===== config.mk =====
export PLATFORM = sky130hd
export DESIGN_NAME = sha3_sponge_ctrl_flat
export DESIGN_NICKNAME = d
export VERILOG_FILES = /design/src/rtl/sha3_pkg.sv /design/src/rtl/sha3_sponge_ctrl_if.sv /design/src/rtl/sha3_sponge_ctrl.sv /design/src/flat_wrapper.sv
export SDC_FILE = /design/constraint.sdc
export NUM_CORES = 1
export LEC_CHECK = 0
export BUFFER_PORTS_ARGS = -buffer_cell sky130_fd_sc_hd__buf_2
export CAP_MARGIN = 10
export CORE_MARGIN = 2
export CORE_UTILIZATION = 35
export CTS_CLUSTER_DIAMETER = 200
export CTS_CLUSTER_SIZE = 25
export DETAILED_ROUTE_END_ITERATION = 10
export GPL_TIMING_DRIVEN = 1
export MAX_ROUTING_LAYER = met4
export PLACE_DENSITY = 0.83
export SYNTH_ARGS = -nofsm -noshare
export SYNTH_HDL_FRONTEND = slang
export SYNTH_SLANG_ARGS = --single-unit

===== constraint.sdc =====
create_clock -name ACLK -period 1.5 [get_ports ACLK]
set_input_delay 0.15 -clock ACLK [delete_from_list [all_inputs] [get_ports ACLK]]
set_output_delay 0.15 -clock ACLK [all_outputs]
set_load 0.05 [all_outputs]

===== src/rtl/sha3_pkg.sv =====
// sha3_pkg: shared SHA3 sponge controller state encoding and SHA3-256 sizing constants
package sha3_pkg;
  localparam int SHA3_RATE_WORDS = 68;
  localparam int SHA3_OUT_WORDS = 16;
  typedef enum logic [2:0] {IDLE, ABSORB, FILL, PERM_START, PERM_WAIT, SQUEEZE, DONE} state_t;
endpackage


===== src/rtl/sha3_sponge_ctrl_if.sv =====
// sha3_sponge_ctrl_if: AXI-Stream message input and digest output of the sponge controller
interface sha3_sponge_ctrl_if #(parameter int DATA_WIDTH = 16);
  logic s_tvalid, s_tready, s_tlast;
  logic [DATA_WIDTH-1:0] s_tdata;
  logic m_tvalid, m_tready, m_tlast;
  logic [DATA_WIDTH-1:0] m_tdata;
  modport slave (input s_tvalid, s_tlast, s_tdata, m_tready, output s_tready, m_tvalid, m_tlast, m_tdata);
  modport master (output s_tvalid, s_tlast, s_tdata, m_tready, input s_tready, m_tvalid, m_tlast, m_tdata);
endinterface


===== src/rtl/sha3_sponge_ctrl.sv =====
// sha3_sponge_ctrl: sequences absorb, zero-fill, permutation and squeeze over an external Keccak state
module sha3_sponge_ctrl import sha3_pkg::*; #(
  parameter int DATA_WIDTH = 16,
  parameter int RATE_WORDS = SHA3_RATE_WORDS,
  parameter int OUT_WORDS = SHA3_OUT_WORDS,
  localparam int WW = $clog2(RATE_WORDS),
  localparam int RW = $clog2(OUT_WORDS)
) (
  input  logic                  ACLK,
  input  logic                  ARESET,
  sha3_sponge_ctrl_if.slave     axis,
  output logic                  st_wr_en,
  output logic [WW-1:0]         st_wr_idx,
  output logic [DATA_WIDTH-1:0] st_wr_data,
  output logic                  st_clr,
  output logic                  perm_start,
  input  logic                  perm_done,
  output logic [RW-1:0]         st_rd_idx,
  input  logic [DATA_WIDTH-1:0] st_rd_data,
  output logic                  busy
);
  state_t state;
  logic [WW-1:0] word_cnt;
  logic [RW-1:0] out_cnt;
  logic last_blk, beat, m_beat, wr_last, o_last;
  always_comb begin
    beat = axis.s_tready && axis.s_tvalid;
    wr_last = word_cnt == WW'(RATE_WORDS - 1);
    o_last = out_cnt == RW'(OUT_WORDS - 1);
    axis.s_tready = state inside {IDLE, ABSORB};
    axis.m_tvalid = state == SQUEEZE;
    axis.m_tlast = axis.m_tvalid && o_last;
    axis.m_tdata = st_rd_data;
    m_beat = axis.m_tvalid && axis.m_tready;
    st_wr_en = beat || state == FILL;
    st_wr_idx = word_cnt;
    st_wr_data = beat ? axis.s_tdata : '0;
    st_clr = (state == IDLE && beat) || state == DONE;
    st_rd_idx = out_cnt;
    busy = state != IDLE;
  end
  // perm_start is registered off PERM_START, landing two cycles after the block's final beat
  always_ff @(posedge ACLK) begin
    if (ARESET) begin
      state <= IDLE;
      word_cnt <= '0;
      out_cnt <= '0;
      last_blk <= 1'b0;
      perm_start <= 1'b0;
    end else begin
      perm_start <= state == PERM_START;
      case (state)
        IDLE, ABSORB: if (beat) begin
          word_cnt <= wr_last ? '0 : word_cnt + 1'b1;
          last_blk <= last_blk || axis.s_tlast;
          state <= wr_last ? PERM_START : axis.s_tlast ? FILL : ABSORB;
        end
        FILL: begin
          word_cnt <= wr_last ? '0 : word_cnt + 1'b1;
          state <= wr_last ? PERM_START : FILL;
        end
        PERM_START: state <= PERM_WAIT;
        PERM_WAIT: if (perm_done) state <= last_blk ? SQUEEZE : ABSORB;
        SQUEEZE: if (m_beat) begin
          out_cnt <= o_last ? '0 : out_cnt + 1'b1;
          state <= o_last ? DONE : SQUEEZE;
        end
        DONE: begin
          state <= IDLE;
          word_cnt <= '0;
          out_cnt <= '0;
          last_blk <= 1'b0;
        end
        default: state <= IDLE;
      endcase
    end
  end
endmodule


===== src/flat_wrapper.sv =====
// flat-port wrapper written by rule: the top's interface ports become plain ports
module sha3_sponge_ctrl_flat import sha3_pkg::*;
#(
  parameter int DATA_WIDTH = 16,
  parameter int RATE_WORDS = SHA3_RATE_WORDS,
  parameter int OUT_WORDS = SHA3_OUT_WORDS,
  localparam int WW = $clog2(RATE_WORDS),
  localparam int RW = $clog2(OUT_WORDS)
)
  (ACLK, ARESET, st_wr_en, st_wr_idx, st_wr_data, st_clr, perm_start, perm_done, st_rd_idx, st_rd_data, busy, axis_s_tvalid, axis_s_tlast, axis_s_tdata, axis_m_tready, axis_s_tready, axis_m_tvalid, axis_m_tlast, axis_m_tdata);
  sha3_sponge_ctrl_if #(.DATA_WIDTH(DATA_WIDTH)) axis_i ();
  input  logic ACLK;
  input  logic ARESET;
  output logic st_wr_en;
  output logic [WW-1:0] st_wr_idx;
  output logic [DATA_WIDTH-1:0] st_wr_data;
  output logic st_clr;
  output logic perm_start;
  input  logic perm_done;
  output logic [RW-1:0] st_rd_idx;
  input  logic [DATA_WIDTH-1:0] st_rd_data;
  output logic busy;
  input wire logic [$bits(axis_i.s_tvalid)-1:0] axis_s_tvalid;
  input wire logic [$bits(axis_i.s_tlast)-1:0] axis_s_tlast;
  input wire logic [$bits(axis_i.s_tdata)-1:0] axis_s_tdata;
  input wire logic [$bits(axis_i.m_tready)-1:0] axis_m_tready;
  output wire logic [$bits(axis_i.s_tready)-1:0] axis_s_tready;
  output wire logic [$bits(axis_i.m_tvalid)-1:0] axis_m_tvalid;
  output wire logic [$bits(axis_i.m_tlast)-1:0] axis_m_tlast;
  output wire logic [$bits(axis_i.m_tdata)-1:0] axis_m_tdata;
  assign axis_i.s_tvalid = axis_s_tvalid;
  assign axis_i.s_tlast = axis_s_tlast;
  assign axis_i.s_tdata = axis_s_tdata;
  assign axis_i.m_tready = axis_m_tready;
  assign axis_s_tready = axis_i.s_tready;
  assign axis_m_tvalid = axis_i.m_tvalid;
  assign axis_m_tlast = axis_i.m_tlast;
  assign axis_m_tdata = axis_i.m_tdata;
  sha3_sponge_ctrl #(.DATA_WIDTH(DATA_WIDTH), .RATE_WORDS(RATE_WORDS), .OUT_WORDS(OUT_WORDS)) u_core (.ACLK(ACLK), .ARESET(ARESET), .axis(axis_i), .st_wr_en(st_wr_en), .st_wr_idx(st_wr_idx), .st_wr_data(st_wr_data), .st_clr(st_clr), .perm_start(perm_start), .perm_done(perm_done), .st_rd_idx(st_rd_idx), .st_rd_data(st_rd_data), .busy(busy));
endmodule

Yosys cells after proc, flatten, opt, wreduce, memory -nomap -nowiden
Index checks and enable logic that the tools add are counted.
{"block": "totals", "regBits": 16, "inputBits": 38, "out_inout_bits": 50, "wordCells": 54}
{"block": "classes", "add_sub_neg": 2, "eq_ne": 11, "mux": 18, "reduce_logical": 18}
{"cell": "case mux 7 bit (3 select lines)", "n": 1}
{"cell": "2-to-1 mux 16 bit", "n": 1}
{"cell": "2-to-1 mux 3 bit", "n": 5}
{"cell": "case mux 3 bit (5 select lines)", "n": 1}
{"cell": "2-to-1 mux 7 bit", "n": 2}
{"cell": "equality test 3 bit, second input constant", "n": 3}
{"cell": "2-to-1 mux 4 bit", "n": 2}
{"cell": "case mux 4 bit (2 select lines)", "n": 1}
{"cell": "adder 7 x 1 -> 7 bit, second input constant", "n": 1}
{"cell": "equality test 7 bit, second input constant", "n": 1}
{"cell": "equality test 3 x 2 -> 1 bit, second input constant", "n": 2}
{"cell": "AND reduction 2 bit", "n": 3}
{"cell": "nonzero test 2 bit", "n": 3}
{"cell": "nonzero test 3 bit", "n": 2}
{"cell": "adder 4 x 1 -> 4 bit, second input constant", "n": 1}
{"cell": "equality test 4 bit, second input constant", "n": 1}
{"cell": "logical AND 1 bit", "n": 4}
{"cell": "2-to-1 mux 2 bit", "n": 2}
{"cell": "inequality test 2 x 1 -> 1 bit, second input constant", "n": 2}
{"cell": "equality test 3 x 1 -> 1 bit, second input constant", "n": 1}
{"cell": "zero test 3 bit", "n": 1}
{"cell": "logical OR 1 bit", "n": 3}
{"cell": "AND reduction 3 bit", "n": 1}
{"cell": "2-to-1 mux 1 bit", "n": 2}
{"cell": "other kinds (3)", "n": 3}

Longest topological paths before layout
{"block": "depth", "ltp_word": 5, "ltp_mapped": 5, "mapped_depth_nobuf": 5}

Worst setup path after synthesis
No wires, ideal clock.
{"block": "synth_timing", "kind": "register -> output", "from": "register u_core.state[2]", "to": "output port st_clr", "arrival_time_ns": 2.331, "t_required_ns": 1.350, "path_slack_ns": -0.981, "stages_incl_launch_ff": 5, "n_path_buf": 2, "cell_sequence": "dfxtp_1 -> buf_6 -> clkbuf_1 -> or3_1 -> o21ai_0"}
{"block": "synth_between", "elab_chain_len": 5, "elab_cells_between_ends": 7, "cone_classes": "eq/ne (2); reduce/logical (5)"}
{"element": "start: declaration", "line_no": "sha3_sponge_ctrl.sv:22", "source": "state_t state;"}
{"element": "start signal: assignment", "line_no": "sha3_sponge_ctrl.sv:56", "source": "state <= wr_last ? PERM_START : axis.s_tlast ? FILL : ABSORB;"}
{"element": "start signal: assignment", "line_no": "sha3_sponge_ctrl.sv:60", "source": "state <= wr_last ? PERM_START : FILL;"}
{"element": "start signal: assignment", "line_no": "sha3_sponge_ctrl.sv:63", "source": "PERM_WAIT: if (perm_done) state <= last_blk ? SQUEEZE : ABSORB;"}
{"element": "equality test 3 x 1 -> 1 bit / zero test 3 bit (equally long branches)", "line_no": "sha3_sponge_ctrl.sv:30, sha3_sponge_ctrl.sv:38"}
{"element": "nonzero test 2 bit", "line_no": "sha3_sponge_ctrl.sv:30", "source": "axis.s_tready = state inside {IDLE, ABSORB};"}
{"element": "logical AND 1 bit", "line_no": "sha3_sponge_ctrl.sv:27", "source": "beat = axis.s_tready && axis.s_tvalid;"}
{"element": "logical AND 1 bit", "line_no": "sha3_sponge_ctrl.sv:38", "source": "st_clr = (state == IDLE && beat) || state == DONE;"}
{"element": "logical OR 1 bit (*)", "line_no": "sha3_sponge_ctrl.sv:38"}
{"element": "end: declaration", "line_no": "flat_wrapper.sv:17", "source": "output logic st_clr;"}
Every way passes the cells marked *; elsewhere a longest branch is shown, timed or not.

Worst setup path after layout
{"block": "layout_timing", "from": "register u_core.state[1]", "to": "register u_core.word_cnt[6] (netlist: u_core.st_wr_idx[6])"}
{"block": "layout_between", "elab_chain_len": 5, "elab_cells_between_ends": 11, "cone_classes": "eq/ne (4); mux (1); reduce/logical (6)"}
{"element": "equality test 3 x 1 -> 1 bit / zero test 3 bit (equally long branches)", "line_no": "sha3_sponge_ctrl.sv:30, sha3_sponge_ctrl.sv:52"}
{"element": "nonzero test 2 bit", "line_no": "sha3_sponge_ctrl.sv:30"}
{"element": "logical AND 1 bit", "line_no": "sha3_sponge_ctrl.sv:27"}
{"element": "inequality test 2 x 1 -> 1 bit (no source line)"}
{"element": "AND reduction 2 bit (no source line)"}
{"element": "end signal: assignment", "line_no": "sha3_sponge_ctrl.sv:54", "source": "word_cnt <= wr_last ? '0 : word_cnt + 1'b1;"}
{"element": "end signal: assignment", "line_no": "sha3_sponge_ctrl.sv:59", "source": "word_cnt <= wr_last ? '0 : word_cnt + 1'b1;"}
{"element": "end: declaration", "line_no": "sha3_sponge_ctrl.sv:23", "source": "logic [WW-1:0] word_cnt;"}
Parallel ways exist; a longest one is shown, timed or not.
A chain may end at the register's enable or synchronous reset.

==> impl_metrics.py <==
metrics = {
    "outcome": {
        "status": "finished, violations left",
        "violations": "setup timing",
    },
    "floorplanning": {
        "core_area_mm2": 0.00305,
        "initial_core_util": 0.369,
        "rows": 20,
        "io_pins": 88,
        "fp.dieArea_mm2": 0.00369,
        "die_width_um": 60.8,
        "die_h_um": 60.8,
    },
    "critical_path": {
        "regToRegSetupSlack_ns": -0.06,
        "worst-r2r-cell-count": 5,
        "path_class": "reg -> reg",
        "cp_max_fo": 6,
        "startpoint_type": "flip-flop",
        "regToRegStartpoint": "u_core.state[1]",
        "rr_endpoint": "u_core.st_wr_idx[6]",
        "cp.arrival_ns": 1.78,
        "end_kind": "flip-flop",
        "cp.required_ns": 1.72,
    },
    "sta": {
        "worst_slew_pin_slew_ns": 0.281,
        "relSlewSlack": 0.813,
        "setup_slack_ns": -0.0630,
        "timing.fmax_mhz": 640,
        "fin_crit_sh": 1.04,
        "setup_violations": 20,
        "finalHoldViolations": 0,
        "rsz0062_at_grt": "true",
        "min_period_ns": 1.56,
        "timing.final.max_slew_violations": 0,
        "fin_worst_skew_ns": 0.00428,
    },
    "worst_hold_path": {
        "holdCritStartpoint": "axis_s_tlast",
        "holdPathStages": 3,
        "hold_class": "in -> reg",
        "holdPathEnd": "u_core.last_blk",
    },
    "final_layout": {
        "seq_area_um2": 355,
        "drive_gt1_frac": 0.665,
        "syn_to_final_growth_pct": 72.4,
        "diodes": 0,
        "multiInputGateArea_um2": 822,
        "n_fill_cell": 275,
        "final_core_util": 0.636,
        "layoutNonFillerInstCount": 253,
        "fin_nets": 250,
    },
    "route": {
        "drtAntennaViolNets": 0,
        "wl_per_cell_um": 12.9,
        "vias": 1246,
        "drt-initial-drc-count": 51,
        "routed_wl_mm": 3.26,
        "dr.pass1.iters": 4,
        "vias_per_cell": 4.92,
        "drc": 0,
    },
    "synthesis": {
        "synth_nets": 183,
        "yosysTopAreaCellShare": 0.284,
        "ys_seq_area_frac": 0.284,
        "yosys-top-cells-area": "dfxtp_1, buf_4, and2_1",
        "yosysTopAreaCell": "dfxtp_1",
        "synth_cell_types": 38,
        "synth_edf_count": 0,
        "synth_warnings": 0,
        "postSynthCellCount": 143,
        "ys_top_cells_by_count": "and2_1, buf_4, dfxtp_1, a21oi_1, nor2_1",
        "async_flop_share": 0,
        "synth.avg_cell_area_um2": 7.88,
        "syn_area_mm2": 0.00113,
        "ys.flop_type": "dfxtp_1",
        "synth_most_common_cell": "and2_1",
        "ys_ff_latch": 16,
    },
    "pwr": {
        "irDropWorstVdd_mv": 0.350,
        "p_leak_nw": 0.888,
        "pwr_density_cell_mw_per_mm2": 675,
    },
    "grt": {
        "grt_use_total": 0.178,
        "grt_overflow_total": 0,
        "grt_max_degree": 14,
        "grt_pass1_vias": 1101,
        "antenna_found_initial": 0,
        "grt_pass1_wl_mm": 4.87,
    },
    "placement": {
        "gp_routability_congestion": 0.902,
        "placed_cells": 233,
        "dp_hpwl_mm": 2.18,
        "io_buffers": 55,
    },
    "run": {
        "cap_violations": 0,
    },
    "clock_network": {
        "insertion_delay_ns": 0.29,
        "hold_buffers": 0,
        "cts.sink_count": 16,
        "cts_root_buf": "clkbuf_4",
        "path_clk_slew_ns": 0.10,
        "cts_tree": "yes",
        "htreeDepth": 1,
        "cts_inserted_buffers": 3,
        "clockBufferDepth": 2,
    },
}
## registers in the layout, summed over array words and instances (netlist names)
name and cells:
u_core.perm_start 1, u_core.last_blk 1, u_core.st_rd_idx 4, u_core.state 3, u_core.st_wr_idx 7
## cell families after synthesis
family | Yosys count | share of synthesized area
adders and majority gates | 2 | 0.0222
DFF | 16 | 0.284
and+or+nand+nor | 71 | 0.373
AOI/OAI and AO/OA | 26 | 0.144
muxes | 3 | 0.0266
xor gates and xnor gates | 1 | 0.00777
buffers and inverters | 24 | 0.142
## metal layers
| layer | track usage | share of wire | up-vias |
|---|---|---|---|
| met5 | - | 0 | - |
| met4 | 0.0373 | 0.0043 | 0 |
| met2 | 0.301 | 0.54 | 35 |
| met1 | 0.213 | 0.41 | 593 |
| li1 | - | - | 614 |
| met3 | 0.0448 | 0.055 | 4 |
## where the power goes
part           leakage, nW  total [W]  switching (W)  internal (W)
clock network       0.0210   0.000290       0.000143      0.000148
registers            0.139   0.000451      0.0000165      0.000435
logic                0.728   0.000571       0.000324      0.000247
total                0.888    0.00131       0.000483      0.000829
## worst max-delay path, cell delays in order (launching register included)
cell	delay [ns]
dfxtp_4	0.38
buf_4	0.16
and3b_1	0.21
a21oi_2	0.13
or4b_1	0.44
a31oi_1	0.17
## area by class of cell
cell class	count	share of cell area
multi-input combinational	103	0.423
timing repair buffer	84	0.343
sequential	16	0.183
tap	44	0.0283
clock buffer	4	0.0187
inverter	2	0.00386
## through the flow
stage	area (um2)	hold WS [ns]	setup TNS [ns]	worst slack, ns	power, W
6_report	1940	0.126	-0.571	-0.0630	0.00131
5_1_grt	1940	0.157	-2.38	-0.153	0.00137
4_1_cts	1790	0.118	-0.801	-0.0502	0.00126
3_5_place_dp	1510	0.300	0	0.0160	0.000901
3_3_place_gp	1510	0.300	0	0.0556	0.000895
2_1_floorplan	1230	0.287	-0.195	-0.0768	0.000898
## cell usage in the layout (no fill, tap or decap), drive strengths merged, types with 2 or more instances in the layout
cell,n
o21ai,5
nor2,12
mux2i,3
and2,18
a31oi,2
a21oi,13
dfxtp,16
nand2,5
a311oi,2
inv,2
or3,2
nor3b,2
nand2b,4
nor2b,4
nor3,3
ha,2
clkbuf,4
buf,84
nand3b,2
and3,3
nand3,8
## repair_timing
action | CTS | global route
gates resized for setup | 54 | 27
hold endpoints to repair | 0 | 0
cloned | 1 | 0
endpoints found under the setup margin | 22 | 24
pin swaps | 5 | 10
setup buffers | 8 | 7
## worst max-delay path by stage
stage,start,to,slack (ns)
after floorplan,u_core.state[0],st_wr_en,-0.08
after global placement,u_core.state[2],u_core.st_wr_idx[6],0.06
after detailed placement,u_core.state[2],u_core.st_wr_idx[6],0.02
after CTS,u_core.state[2],u_core.st_wr_idx[6],-0.05
after global routing,u_core.state[1],u_core.st_wr_idx[6],-0.15
final,u_core.state[1],u_core.st_wr_idx[6],-0.06
Note: power is estimated with default switching activity, not from simulation.
